==> src/rtl/ifu_fetch_if.sv <==
// Fetch-unit boundary: PC input, read-address/read-data bus and the IDU handoff.
// Signal names are as seen from the fetch unit (master side).
interface ifu_fetch_if #(
  parameter int ADDR_W = 32,
  parameter int DATA_W = 32
);
  logic [ADDR_W-1:0] i_pc;
  logic              i_pc_valid;
  logic [ADDR_W-1:0] o_araddr;
  logic              o_arvalid;
  logic              i_arready;
  logic [DATA_W-1:0] i_rdata;
  logic [1:0]        i_rresp;
  logic              i_rvalid;
  logic              o_rready;
  logic [DATA_W-1:0] o_inst;
  logic [ADDR_W-1:0] o_inst_pc;
  logic              o_fetch_err;
  logic              o_ifu_valid;
  logic              i_idu_ready;

  modport master (
    input  i_pc, i_pc_valid, i_arready, i_rdata, i_rresp, i_rvalid, i_idu_ready,
    output o_araddr, o_arvalid, o_rready, o_inst, o_inst_pc, o_fetch_err, o_ifu_valid
  );

  modport slave (
    output i_pc, i_pc_valid, i_arready, i_rdata, i_rresp, i_rvalid, i_idu_ready,
    input  o_araddr, o_arvalid, o_rready, o_inst, o_inst_pc, o_fetch_err, o_ifu_valid
  );
endinterface

==> src/rtl/ifu_fetch.sv <==
// Instruction fetch unit: one bus read per new PC, result handed to decode over valid/ready.
// A PC arriving while a fetch is in flight is parked (newest wins) and launched on the IDU handshake.
module ifu_fetch #(
  parameter int ADDR_W       = 32,
  parameter int DATA_W       = 32,
  parameter bit FETCH_ON_RST = 1'b1
) (
  input logic         i_clk,
  input logic         i_rst,
  ifu_fetch_if.master bus
);
  typedef enum logic [1:0] {IDLE, AR, R, OUT} state_t;

  state_t            r_state;
  logic              r_first;
  logic              r_pend;
  logic [ADDR_W-1:0] r_pend_pc;
  logic [ADDR_W-1:0] r_araddr;
  logic              r_arvalid;
  logic              r_rready;
  logic [DATA_W-1:0] r_inst;
  logic [ADDR_W-1:0] r_inst_pc;
  logic              r_fetch_err;
  logic              r_ifu_valid;

  logic              w_hs;
  logic              w_launch;
  logic [ADDR_W-1:0] w_launch_pc;
  logic              w_misalign;

  assign w_hs = (r_state == OUT) && bus.i_idu_ready;

  // A fresh pulse always beats a parked PC.
  assign w_launch_pc = bus.i_pc_valid ? bus.i_pc : (r_pend ? r_pend_pc : bus.i_pc);
  assign w_misalign  = (w_launch_pc[1:0] != 2'b00);

  always_comb begin
    w_launch = 1'b0;
    case (r_state)
      IDLE:    w_launch = bus.i_pc_valid | r_pend | r_first;
      OUT:     w_launch = w_hs & (bus.i_pc_valid | r_pend);
      default: w_launch = 1'b0;
    endcase
  end

  always_ff @(posedge i_clk or posedge i_rst) begin
    if (i_rst) begin
      r_state     <= IDLE;
      r_first     <= FETCH_ON_RST;
      r_pend      <= 1'b0;
      r_pend_pc   <= '0;
      r_araddr    <= '0;
      r_arvalid   <= 1'b0;
      r_rready    <= 1'b0;
      r_inst      <= '0;
      r_inst_pc   <= '0;
      r_fetch_err <= 1'b0;
      r_ifu_valid <= 1'b0;
    end else begin
      r_first <= 1'b0;

      if (w_launch) begin
        r_pend    <= 1'b0;
        r_araddr  <= w_launch_pc;
        r_inst_pc <= w_launch_pc;
        if (w_misalign) begin
          r_state     <= OUT;
          r_inst      <= '0;
          r_fetch_err <= 1'b1;
          r_ifu_valid <= 1'b1;
          r_arvalid   <= 1'b0;
        end else begin
          r_state     <= AR;
          r_fetch_err <= 1'b0;
          r_ifu_valid <= 1'b0;
          r_arvalid   <= 1'b1;
        end
      end else begin
        if (bus.i_pc_valid) begin
          r_pend    <= 1'b1;
          r_pend_pc <= bus.i_pc;
        end
        case (r_state)
          AR: if (bus.i_arready) begin
            r_arvalid <= 1'b0;
            r_rready  <= 1'b1;
            r_state   <= R;
          end
          R: if (bus.i_rvalid) begin
            r_rready    <= 1'b0;
            r_fetch_err <= (bus.i_rresp != 2'b00);
            r_inst      <= (bus.i_rresp != 2'b00) ? '0 : bus.i_rdata;
            r_ifu_valid <= 1'b1;
            r_state     <= OUT;
          end
          OUT: if (w_hs) begin
            r_ifu_valid <= 1'b0;
            r_state     <= IDLE;
          end
          default: ;
        endcase
      end
    end
  end

  assign bus.o_araddr    = r_araddr;
  assign bus.o_arvalid   = r_arvalid;
  assign bus.o_rready    = r_rready;
  assign bus.o_inst      = r_inst;
  assign bus.o_inst_pc   = r_inst_pc;
  assign bus.o_fetch_err = r_fetch_err;
  assign bus.o_ifu_valid = r_ifu_valid;
endmodule
==> src/flat_wrapper.sv <==
// flat-port wrapper written by rule: the top's interface ports become plain ports
module ifu_fetch_flat 
#(
  parameter int ADDR_W       = 32,
  parameter int DATA_W       = 32,
  parameter bit FETCH_ON_RST = 1'b1
)
  (i_clk, i_rst, bus_i_pc, bus_i_pc_valid, bus_i_arready, bus_i_rdata, bus_i_rresp, bus_i_rvalid, bus_i_idu_ready, bus_o_araddr, bus_o_arvalid, bus_o_rready, bus_o_inst, bus_o_inst_pc, bus_o_fetch_err, bus_o_ifu_valid);
  ifu_fetch_if #(.ADDR_W(ADDR_W), .DATA_W(DATA_W)) bus_i ();
  input logic i_clk;
  input logic i_rst;
  input wire logic [$bits(bus_i.i_pc)-1:0] bus_i_pc;
  input wire logic [$bits(bus_i.i_pc_valid)-1:0] bus_i_pc_valid;
  input wire logic [$bits(bus_i.i_arready)-1:0] bus_i_arready;
  input wire logic [$bits(bus_i.i_rdata)-1:0] bus_i_rdata;
  input wire logic [$bits(bus_i.i_rresp)-1:0] bus_i_rresp;
  input wire logic [$bits(bus_i.i_rvalid)-1:0] bus_i_rvalid;
  input wire logic [$bits(bus_i.i_idu_ready)-1:0] bus_i_idu_ready;
  output wire logic [$bits(bus_i.o_araddr)-1:0] bus_o_araddr;
  output wire logic [$bits(bus_i.o_arvalid)-1:0] bus_o_arvalid;
  output wire logic [$bits(bus_i.o_rready)-1:0] bus_o_rready;
  output wire logic [$bits(bus_i.o_inst)-1:0] bus_o_inst;
  output wire logic [$bits(bus_i.o_inst_pc)-1:0] bus_o_inst_pc;
  output wire logic [$bits(bus_i.o_fetch_err)-1:0] bus_o_fetch_err;
  output wire logic [$bits(bus_i.o_ifu_valid)-1:0] bus_o_ifu_valid;
  assign bus_i.i_pc = bus_i_pc;
  assign bus_i.i_pc_valid = bus_i_pc_valid;
  assign bus_i.i_arready = bus_i_arready;
  assign bus_i.i_rdata = bus_i_rdata;
  assign bus_i.i_rresp = bus_i_rresp;
  assign bus_i.i_rvalid = bus_i_rvalid;
  assign bus_i.i_idu_ready = bus_i_idu_ready;
  assign bus_o_araddr = bus_i.o_araddr;
  assign bus_o_arvalid = bus_i.o_arvalid;
  assign bus_o_rready = bus_i.o_rready;
  assign bus_o_inst = bus_i.o_inst;
  assign bus_o_inst_pc = bus_i.o_inst_pc;
  assign bus_o_fetch_err = bus_i.o_fetch_err;
  assign bus_o_ifu_valid = bus_i.o_ifu_valid;
  ifu_fetch #(.ADDR_W(ADDR_W), .DATA_W(DATA_W), .FETCH_ON_RST(FETCH_ON_RST)) u_core (.i_clk(i_clk), .i_rst(i_rst), .bus(bus_i));
endmodule
==> config.mk <==
export PLATFORM = sky130hd
export DESIGN_NAME = ifu_fetch_flat
export DESIGN_NICKNAME = d
export VERILOG_FILES = /design/src/rtl/ifu_fetch_if.sv /design/src/rtl/ifu_fetch.sv /design/src/flat_wrapper.sv
export SDC_FILE = /design/constraint.sdc
export NUM_CORES = 1
export LEC_CHECK = 0
export CORE_UTILIZATION = 44
export CTS_CLUSTER_DIAMETER = 200
export DETAILED_ROUTE_END_ITERATION = 6
export PLACE_DENSITY_LB_ADDON = 0.25
export SLEW_MARGIN = 20
export SYNTH_ARGS = -nofsm -noshare
export SYNTH_HDL_FRONTEND = slang
export SYNTH_SLANG_ARGS = --single-unit
==> constraint.sdc <==
create_clock -name i_clk -period 4.31 [get_ports i_clk]
set_input_delay 1.0775 -clock i_clk [delete_from_list [all_inputs] [get_ports i_clk]]
set_output_delay 1.0775 -clock i_clk [all_outputs]
set_load 0.1 [all_outputs]
* Word level (Yosys, flattened, before mapping)
Cells that the tools add are included.
Widths: inputs -> output; s select.
** Word-level totals
- Latch bits :: 0
- Memory bits (read-only) :: 0
- RAM bits :: 0
- Memories :: 0
- Register bits after elaboration :: 104
** Operators by class
- Order comparisons :: 0
- $mul :: 0
- Reduce and logical (&&, ||, !) cells :: 19
- Div/mod/pow operators :: 0
- Multiplexer cells :: 31
- Bitwise gates (word level) :: 4
- Eq/ne operators :: 9
- Shifts and indexed selects :: 0
- Add/subtract/negate cells :: 0
** Operators with widths (count)
- $mux 32 :: 7
- $reduce_bool 2->1 :: 8
- $mux 1 :: 15
- $mux 2 :: 5
- $reduce_and 4->1 :: 2
- $ne 2x2->1 const B :: 3
- $ne 3x2->1 const B :: 2
- $pmux 1 s2 :: 3
- $pmux 2 s3 :: 1
- $reduce_and 2->1 :: 3
- $reduce_and 3->1 :: 2
- $eq 2x2->1 const B :: 2
- $reduce_bool 4->1 :: 1
- $ne 3x1->1 const B :: 1
- $reduce_bool 3->1 :: 1
- $eq 2x1->1 const B :: 1
- $logic_not 2->1 :: 1
- $or 1x1->1 :: 2
- $and 1x1->1 :: 1
- $logic_and 1x1->1 :: 1
- $not 1->1 :: 1

* Longest topological paths before layout
- Depth in word-level cells :: 6
- Depth in mapped cells :: 9

* Least setup slack after synthesis
No wires, ideal clock.
- Kind :: flip-flop to output port
- From :: reg u_core.bus.o_araddr[0] (netlist name)
- To :: out bus_o_inst_pc[0]
- Data required time :: 3.233 ns
- Setup slack :: 1.893 ns
- Stages on the path, launching flop included :: 2
- Arrival :: 1.340 ns
- Path through :: dfrtp_1 -> buf_4
** RTL lines
- end, declared :: RTL line flat_wrapper.sv:23 : output wire logic [$bits(bus_i.o_inst_pc)-1:0] bus_o_inst_pc;

* Worst setup path after layout
- From :: reg u_core.r_ifu_valid (netlist: u_core.bus.o_ifu_valid)
- To :: out bus_o_ifu_valid
** RTL lines
- start, declared :: RTL line ifu_fetch.sv:24 : logic r_ifu_valid;
- start signal, assigned :: RTL line ifu_fetch.sv:58 : r_ifu_valid <= 1'b0;
- start signal, assigned :: RTL line ifu_fetch.sv:70 : r_ifu_valid <= 1'b1;
- start signal, assigned :: RTL line ifu_fetch.sv:75 : r_ifu_valid <= 1'b0;
- end, declared :: RTL line flat_wrapper.sv:25 : output wire logic [$bits(bus_i.o_ifu_valid)-1:0] bus_o_ifu_valid;
No word-level cell between the ends.

==> impl_metrics.ini <==
[setup_path]
cp-end-kind = output port
worstReg2RegEnd = u_core.bus.o_inst[21]$_DFFE_PP0P_
critPathBufInv = 1
crit_family = buffers and inverters
endpoint = bus_o_ifu_valid
path_cells = clkdlybuf4s50_1
worst_path_max_delay_cell = clkdlybuf4s50_1
critPathLaunchType = register
rr_worst_depth = 5
r2r-start = u_core.r_state[1]$_DFFE_PP0P_
arrival_ns = 1.93
cp_num_cells = 1
max_stage_delay_ns = 1.16
required_ns = 3.23
critical_path.max_fanout = 3
crit_type = register to output port
crit_start = u_core.bus.o_ifu_valid$_DFFE_PP0P_
r2r_slack_ns = 1.90

[sta]
fin_tns_setup_ns = 0
finalSetupViolCount = 0
layout_min_cycle_time_ns = 3.005
period_share = 0.6972
worst_slew_pin_slew_ns = 0.9935
hold_viol = 0
rsz0062_at_grt = false
fmax_ghz = 0.3328
slew_headroom = 0.3356
maxSlewViolCount = 0
skew_ns = 0.01126

[placed_design]
place.detailed.hpwl_mm = 6.526
io_buffer_count = 171
gp_congestion = 0.7813

[cts]
hold_buffers = 0
htreeDepth = 3
cts_setup_buffers = 0
clock_sinks = 104
clk_latency_ns = 0.36
cts_tree = yes
cts.path.max_buffers = 2
cts_root_buffer = clkbuf_8
cts_resized = 0
cts-buffers-inserted = 9
path_clk_slew_ns = 0.10

[grt]
grt_max_degree = 85
antenna_found_initial = 0
grt_overflow_total = 0
grt_use_total = 0.1817
grt_pass1_wl_mm = 15.76
grt_pass1_vias = 3218

[finish]
drive_gt1_frac = 0.1307
syn_to_final_growth_pct = 38.06
nNetsFinal = 576
multiInputGateArea_um2 = 1594
diodes = 0
fillers = 770
regArea_um2 = 2604

[detailed_routing]
first_iter_violations = 112
ant_nets = 0
wl_per_cell_um = 14.45
vias = 3142
post_drt_via_cell_ratio = 4.925
drtPass1Iterations = 4
finalWirelength_mm = 9.218
drc = 0

[floorplanning]
die_area_um2 = 10840
die_width_um = 104.1
core_area_um2 = 9955
die_h_um = 104.1
start_util = 0.4610
io_pins = 172
fp-row-count = 36

[synthesis]
synthCells = 366
syn-num-nets = 442
synth_ff_type = dfrtp_1
yosysMostFrequentCell = dfrtp_1
synth.distinct_cells = 32
avgSynthCellArea_um2 = 12.54
async_flop_share = 1.000
synth_top_area_cell = dfrtp_1
synth-seq-cells = 104
yosysSeqAreaShare = 0.5673
synth.top_cells.by_count = dfrtp_1 (103), nand2_1 (39), mux2i_1 (33)
yosysTopAreaCellShare = 0.5616
netlist_area_um2 = 4589
yosys_warnings = 0
synth_area_leaders = dfrtp_1 (56%), mux2_2 (7.9%), mux2i_1 (7.2%)
synth_edf_count = 0

[min_path]
hp-start = u_core.bus.o_rready$_DFFE_PP0P_
hp-class = register to register

[flow_run]
max_cap_violations = 0

[outcome]
status = complete, no violations
[per-layer routing]
layer / GRT usage / share of wire / vias to the layer above
met4: 0.06224 / 0.016 / 0
li1: - / - / 1517
met3: 0.05764 / 0.081 / 13
met1: 0.2350 / 0.43 / 1488
met5: 0 / 0 / -
met2: 0.2886 / 0.47 / 124
[through the flow]
step | std cells | hold slack [ns] | worst slack (ns) | instance area [µm²] | utilization
floorplan | 366 | 0.4787 | 0.5020 | 4589 | -
global placement | 622 | 0.4799 | 1.053 | 6131 | 0.6159
detailed placement | 622 | 0.4816 | 0.9259 | 6131 | 0.6159
CTS | 638 | 0.5104 | 1.293 | 6330 | 0.6359
global route | 638 | 0.5160 | 1.253 | 6336 | 0.6365
finish | 638 | 0.5052 | 1.305 | 6336 | 0.6365
[cell families (layout without fill, tap and decap cells)]
logic type               count (synthesis)  count (layout)  synth area share
flip-flops                             104             104            0.5673
AO/OA/AOI/OAI                           79              79            0.1191
multiplexers                            67              67            0.1603
buffers and inverters                   58             197           0.08942
AND/OR/NAND/NOR                         53              53           0.05207
adder cells (fa/ha/maj)                  4               4           0.01091
other                                    1               1         0.0008171
[cell type report]
cell class                      count  share of cell area
Timing Repair Buffer              176              0.2761
Clock buffer                       12             0.02291
Sequential cell                   104              0.4109
Inverter                            5            0.003752
Clock inverter                      4            0.008491
Tap cell                          133             0.02626
Multi-Input combinational cell    204              0.2516
[layout by cell type, fill, tap and decap left out, types with 2 or more instances in the layout]
master,count
clkbuf_8,10
dfrtp_1,103
nand2b_1,2
mux2_2,32
nor2_1,3
nor2_2,2
clkdlybuf4s50_1,171
a22o_1,30
clkbuf_1,2
mux2i_1,33
mux2i_4,2
nand3_1,2
ha_1,4
clkinvlp_4,2
o21ai_0,20
nand2_1,39
o21a_1,2
buf_4,5
a22o_2,2
inv_1,4
o21ai_1,16
a21oi_1,3
[state kept, by name (all words and copies together) (netlist names), 2 cells and up]
name,cells
u_core.bus.o_araddr,32
u_core.bus.o_inst,32
u_core.r_pend_pc,32
u_core.r_state,2
[worst min-delay path by stage]
stage                                        end  slack, ns  cells past startpoint
5_1_grt         u_core.bus.o_inst[5]$_DFFE_PP0P_       0.52                      1
3_5_place_dp   u_core.bus.o_inst[16]$_DFFE_PP0P_       0.48                      1
2_1_floorplan   u_core.r_pend_pc[10]$_DFFE_PP0P_       0.48                      1
4_1_cts        u_core.bus.o_inst[22]$_DFFE_PP0P_       0.51                      1
3_3_place_gp     u_core.bus.o_rready$_DFFE_PP0P_       0.48                      2
6_report         u_core.bus.o_rready$_DFFE_PP0P_       0.51                      2
[worst register-to-register path, stage by stage (launching register included)]
cell and delay, ns:
dfrtp_1 0.42, inv_1 0.08, ha_1 0.40, nor3_4 0.34, mux2i_4 0.82, a22o_1 0.28
Power is not shown: default switching activity piles up to over one toggle a cycle in this logic, so the estimate is an artifact.
